===== src/rtl/vga_pkg.sv =====
// vga_pkg: shared VGA timing constants, lock state type and counter helper
package vga_pkg;
  localparam int H_ACT   = 640;
  localparam int V_ACT   = 480;
  localparam int H_TOTAL = 800;
  localparam int V_TOTAL = 525;
  localparam int H_SYNC  = 96;
  localparam int V_SYNC  = 2;
  localparam int AW      = 19;
  typedef enum logic [1:0] {SEARCH, MEASURE, LOCKED} state_t;
  function automatic logic [9:0] sat_inc(input logic [9:0] v);
    return &v ? v : v + 10'd1;
  endfunction
endpackage


===== src/rtl/vga_edge_det.sv =====
// vga_edge_det: registers a 1-bit input and flags its rising/falling edges
module vga_edge_det (
  input  logic clk,
  input  logic rst,
  input  logic i_d,
  output logic o_q,
  output logic o_rise,
  output logic o_fall
);
  logic r_q, r_prev;
  // input sample plus one cycle of history for edge detection
  always_ff @(posedge clk)
    if (rst) {r_q, r_prev} <= 2'b00;
    else {r_q, r_prev} <= {i_d, r_q};
  assign o_q    = r_q;
  assign o_rise = r_q & ~r_prev;
  assign o_fall = r_prev & ~r_q;
endmodule


===== src/rtl/vga_sync_capture.sv =====
// vga_sync_capture: measures VGA timing, locks, and emits frame-buffer writes per active pixel
module vga_sync_capture #(
  parameter int H_ACT       = vga_pkg::H_ACT,
  parameter int V_ACT       = vga_pkg::V_ACT,
  parameter int DW          = 12,
  parameter int LOCK_FRAMES = 2,
  parameter int TIMEOUT     = 1023
) (
  input  logic                   clk,
  input  logic                   rst,
  input  logic                   hsync_in,
  input  logic                   vsync_in,
  input  logic                   active_in,
  input  logic [DW-1:0]          pix_in,
  output logic                   wr_en,
  output logic [vga_pkg::AW-1:0] wr_addr,
  output logic [DW-1:0]          wr_data,
  output logic [8:0]             row,
  output logic [9:0]             col,
  output logic                   frame_start,
  output logic                   locked,
  output logic [9:0]             h_total,
  output logic [9:0]             v_total,
  output logic                   err_overrun,
  output logic                   err_lost
);
  import vga_pkg::*;
  localparam int MW = $clog2(LOCK_FRAMES + 1);
  localparam logic [9:0] L_HACT = 10'(H_ACT);
  localparam logic [8:0] L_VACT = 9'(V_ACT);
  logic w_hs_q, w_hs_rise, w_hfall, w_vs_q, w_vs_rise, w_vfall;
  logic w_act, w_act_rise, w_act_fall, w_unused;
  logic w_timeout, w_drop, w_match, w_in_range, w_wr;
  logic [9:0] w_h_new, w_h_cur, w_col;
  logic [9:0] r_hcnt, r_vcnt, r_h_ref, r_v_ref, r_col;
  logic [8:0] r_row;
  logic [DW-1:0] r_pix;
  logic [MW-1:0] r_match;
  state_t r_state;
  vga_edge_det u_hs (.clk(clk), .rst(rst), .i_d(hsync_in), .o_q(w_hs_q), .o_rise(w_hs_rise), .o_fall(w_hfall));
  vga_edge_det u_vs (.clk(clk), .rst(rst), .i_d(vsync_in), .o_q(w_vs_q), .o_rise(w_vs_rise), .o_fall(w_vfall));
  vga_edge_det u_act (.clk(clk), .rst(rst), .i_d(active_in), .o_q(w_act), .o_rise(w_act_rise), .o_fall(w_act_fall));
  assign w_unused   = &{w_hs_q, w_hs_rise, w_vs_q, w_vs_rise};
  assign w_h_new    = sat_inc(r_hcnt);
  assign w_h_cur    = w_hfall ? w_h_new : h_total;
  assign w_timeout  = ~w_hfall & (r_hcnt == 10'(TIMEOUT - 1));
  assign w_drop     = (r_state == LOCKED) & (w_timeout | (w_hfall & (w_h_new != h_total)) | (w_vfall & (r_vcnt != v_total)));
  assign w_match    = (w_h_cur == r_h_ref) & (r_vcnt == r_v_ref);
  assign w_col      = w_act_rise ? 10'd0 : w_act ? sat_inc(r_col) : r_col;
  assign w_in_range = (w_col < L_HACT) & (r_row < L_VACT);
  assign w_wr       = locked & ~w_drop & w_act & w_in_range;
  assign row        = r_row;
  assign col        = r_col;
  // line and frame length measurement; a vfall on an hfall restarts vcnt at 0
  always_ff @(posedge clk)
    if (rst) begin
      r_hcnt      <= '0;
      r_vcnt      <= '0;
      h_total     <= '0;
      v_total     <= '0;
      frame_start <= 1'b0;
    end else begin
      r_hcnt      <= w_hfall ? 10'd0 : w_h_new;
      r_vcnt      <= w_vfall ? 10'd0 : w_hfall ? sat_inc(r_vcnt) : r_vcnt;
      h_total     <= w_hfall ? w_h_new : h_total;
      v_total     <= w_vfall ? r_vcnt : v_total;
      frame_start <= w_vfall;
    end
  // lock FSM: frame-to-frame comparison to acquire, any timing change or timeout to lose
  always_ff @(posedge clk)
    if (rst) begin
      r_state  <= SEARCH;
      r_match  <= '0;
      r_h_ref  <= '0;
      r_v_ref  <= '0;
      locked   <= 1'b0;
      err_lost <= 1'b0;
    end else begin
      if (w_vfall) begin
        r_h_ref <= w_h_cur;
        r_v_ref <= r_vcnt;
      end
      if (w_timeout | w_drop) begin
        r_state  <= SEARCH;
        locked   <= 1'b0;
        err_lost <= 1'b1;
      end else
        case (r_state)
          SEARCH:
            if (w_vfall) begin
              r_state <= MEASURE;
              r_match <= '0;
            end
          MEASURE:
            if (w_vfall) begin
              if (w_match && int'(r_match) + 1 >= LOCK_FRAMES - 1) begin
                r_state <= LOCKED;
                locked  <= 1'b1;
              end
              r_match <= w_match ? r_match + MW'(1) : '0;
            end
          LOCKED: r_state <= LOCKED;
          default: r_state <= SEARCH;
        endcase
    end
  // pixel position tracking and registered frame-buffer write port
  always_ff @(posedge clk)
    if (rst) begin
      r_pix       <= '0;
      r_col       <= '0;
      r_row       <= '0;
      wr_en       <= 1'b0;
      wr_addr     <= '0;
      wr_data     <= '0;
      err_overrun <= 1'b0;
    end else begin
      r_pix       <= pix_in;
      r_col       <= w_col;
      r_row       <= w_vfall ? 9'd0 : (w_act_fall & ~&r_row) ? r_row + 9'd1 : r_row;
      wr_en       <= w_wr;
      wr_addr     <= {r_row, w_col};
      wr_data     <= r_pix;
      err_overrun <= err_overrun | (locked & ~w_drop & w_act & ~w_in_range);
    end
endmodule


===== config.mk =====
export PLATFORM = sky130hd
export DESIGN_NAME = vga_sync_capture
export DESIGN_NICKNAME = d
export VERILOG_FILES = /design/src/rtl/vga_pkg.sv /design/src/rtl/vga_edge_det.sv /design/src/rtl/vga_sync_capture.sv
export SDC_FILE = /design/constraint.sdc
export NUM_CORES = 1
export LEC_CHECK = 0
export CORE_MARGIN = 1.5
export CORE_UTILIZATION = 50
export CTS_CLUSTER_DIAMETER = 120
export CTS_CLUSTER_SIZE = 24
export DETAILED_ROUTE_END_ITERATION = 12
export GPL_TIMING_DRIVEN = 0
export MAX_ROUTING_LAYER = met4
export PLACE_DENSITY = 0.77
export SYNTH_ARGS = -nofsm -noshare
export SYNTH_HDL_FRONTEND = slang
export SYNTH_SLANG_ARGS = --single-unit

===== constraint.sdc =====
create_clock -name clk -period 3.8 [get_ports clk]
set_input_delay 0.95 -clock clk [delete_from_list [all_inputs] [get_ports clk]]
set_output_delay 0.95 -clock clk [all_outputs]
set_load 0.005 [all_outputs]

==> results.yml <==
outcome:
  outcome: "complete, no violations"
timing:
  fmax_mhz: 318.2
  period_needed_ns: 3.143
  drv_slew: 0
  hold_violations: 0
  grt_setup_unrepaired: "no"
  tns_ns: 0
  fin_crit_sh_pct: 82.71
  max-slew-margin-rel_pct: 29.12
  setup_violations: 0
  tightest_slew_ns: 1.061
  skew_ns: 0.007223
drt:
  drc: 0
  first_pass_iters: 5
  wirelength_microns: 13680
  drt_iter0_drc: 297
  wl_per_cell_microns: 16.32
  avgViaCountPerCell: 5.640
  num_vias: 4726
  postRouteAntennaNets: 0
floorplan:
  core_sq_um: 9910
  die-height_microns: 104.6
  rows: 36
  initial_core_util_pct: 52.06
  die_w_microns: 104.6
  dieArea_sq_um: 10940
  io_pins: 92
critical_path:
  start_kind: "flip-flop"
  crit_type: "flip-flop to flip-flop"
  required_ns: 4.26
  crit_path_end_kind: "flip-flop"
  worst_ep_arrival_time_ns: 3.60
  critPathMaxFanout: 10
power:
  power_switching_mw: 0.7753
  p_int_mw: 2.363
  clockPowerShare_pct: 52.4
  swShare_pct: 24.70
  peakVddDrop_uv: 289.8
  power_density_nw_per_um2: 458.5
  leakage_nw: 2.527
  p_comb_share_pct: 7.2
  finalPower_mw: 3.138
  power_frac_seq_pct: 40.4
yosys:
  synth.area.top_cells: "dfxtp_1 (45%), nor2b_1 (5.0%), nor2_1 (4.9%), xor2_1 (4.1%), a21oi_1 (3.2%)"
  ys.flop_type: "dfxtp_1"
  yosysUniqueCellTypes: 63
  yosysTopAreaCell: "dfxtp_1"
  synth_top_area_share_pct: 44.63
  ys_warn_count: 0
  syn_nets: 609
  netlist_area_sq_um: 5159
  ys_ff_latch: 115
  synth_common_cells: "dfxtp_1 (115), nor2_1 (68), nor2b_1 (41)"
  synthCells: 582
  synthArstFlopShare_pct: 0
  yosysSeqAreaShare_pct: 44.63
  synth_edf_count: 0
  synth.most_common_cell: "dfxtp_1"
  post_synth.cell_area_avg_sq_um: 8.864
clocking:
  cts_resized: 0
  cts.path.max_buffers: 2
  postCtsHoldBufs: 0
  clock_latency_ns: 0.51
  post_cts_buffers: 0
  clkSinkCount: 115
  clk_pin_slew_ns: 0.06
  cts_made_buffers: 17
  htreeDepth: 4
  cts_tree: "yes"
  root_buffer: "clkbuf_8"
grt:
  grt_pass1_vias: 4586
  grt_antenna_before_repair: 0
  grt_max_degree: 17
  gr-total-overflow: 0
  grtUsageTotal_pct: 26.10
  grt_pass1_wl_microns: 22540
placed_design:
  dp.cells: 806
  dp_hpwl_microns: 9600
  routabilityCongestion: 0.9186
  io_buffer_count: 91
finish:
  final_core_util_pct: 69.08
  stdcell_count: 838
  num-nets-final: 719
  syn_to_final_growth_pct: 32.69
  drive_gt1_share_pct: 9.220
  antenna_cells: 0
min_path:
  hold_path.class: "flip-flop to flip-flop"
job:
  drv_cap: 0
==> layout make-up <==
type	count	area, sq um
Fill cell	760	3064
Timing Repair Buffer	91	910.9
Sequential cell	115	2302
Multi-Input combinational cell	414	2591
Clock inverter	15	195.2
Tap cell	133	166.4
Buffer	42	224.0
Clock buffer	17	414.1
Inverter	11	41.29
==> critical path, stage by stage (launching register included) <==
cell and delay [ns]:
dfxtp_1 0.51, ha_1 0.20, buf_2 0.21, nand3_2 0.22, a211oi_1 0.50, nor3_1 0.11
a2111oi_0 0.55, and4_1 0.35, o211ai_1 0.16, a21oi_1 0.18, a21o_1 0.10
==> state kept, by name, summed over array words and instances, names as in the netlist, 2 cells and up <==
signal   count
r_state      2
h_total     10
r_v_ref     10
r_pix       12
wr_data     12
row          9
wr_addr     19
r_hcnt      10
r_vcnt      10
r_h_ref     10
==> power by group through the flow <==
stage          Combinational [mW]  Sequential, mW  Clock [mW]
2_1_floorplan               0.145            1.29           0
3_3_place_gp                0.210            1.29           0
3_5_place_dp                0.219            1.29           0
4_1_cts                     0.222            1.27        1.66
5_1_grt                     0.253            1.27        1.71
6_report                    0.224            1.27        1.65
==> through the flow <==
stage	worst slack (ns)	hold WS [ns]	area, sq um
6_report	0.6569	0.4344	6845
3_5_place_dp	0.7604	0.4220	6236
5_1_grt	0.5377	0.4586	6845
4_1_cts	0.6977	0.4366	6845
3_3_place_gp	0.9133	0.4149	6236
2_1_floorplan	1.209	0.4138	5159
==> kinds of logic (layout without fill, tap and decap cells) <==
family	Yosys count	after routing	synth area share (%)
mux	4	4	0.7762
simple gates	241	241	24.79
fa+ha+maj	10	10	2.425
xor+xnor	39	39	6.621
flops	115	115	44.63
buf+inv	53	176	5.142
compound gates	120	120	15.62
==> layer usage <==
| metal | track usage [%] | share of wire, % | vias to the layer above |
|---|---|---|---|
| met5 | - | 0 | - |
| met4 | 9.785 | 1.6 | 0 |
| met3 | 4.679 | 6.0 | 19 |
| met2 | 42.72 | 49 | 181 |
| met1 | 32.25 | 43 | 2253 |
| li1 | - | - | 2273 |
==> layout by cell type (no fill, tap or decap), drive strengths merged, types with 3 or more instances in the layout <==
cell type / count
a2111oi: 3
nor2b: 41
inv: 20
nand4: 14
xnor2: 15
a211oi: 13
mux2i: 4
and3: 7
nor3: 12
a22oi: 4
nand3: 18
nand2: 38
o21ai: 22
a311oi: 5
o211ai: 6
bufinv: 3
ha: 10
nand2b: 8
and2: 5
and4: 3
clkdlybuf4s50: 91
o31a: 3
nor4: 9
clkbuf: 36
dfxtp: 115
xor2: 24
a21oi: 34
nor2: 68
a31oi: 9
nor3b: 3
or3: 8
o21a: 3
buf: 23
==> worst paths after layout <==
check | slack (ns) | startpoint | cells after the start | end
worst max register to register | 0.66 | r_hcnt[1] | 10 | err_overrun
worst max-delay path | 0.66 | r_hcnt[1] | 10 | err_overrun
worst min-delay path | 0.43 | r_pix[11] | 1 | wr_data[11]
worst min register to register | 0.43 | r_pix[11] | 1 | wr_data[11]
Power figures use the tool's default switching activity.
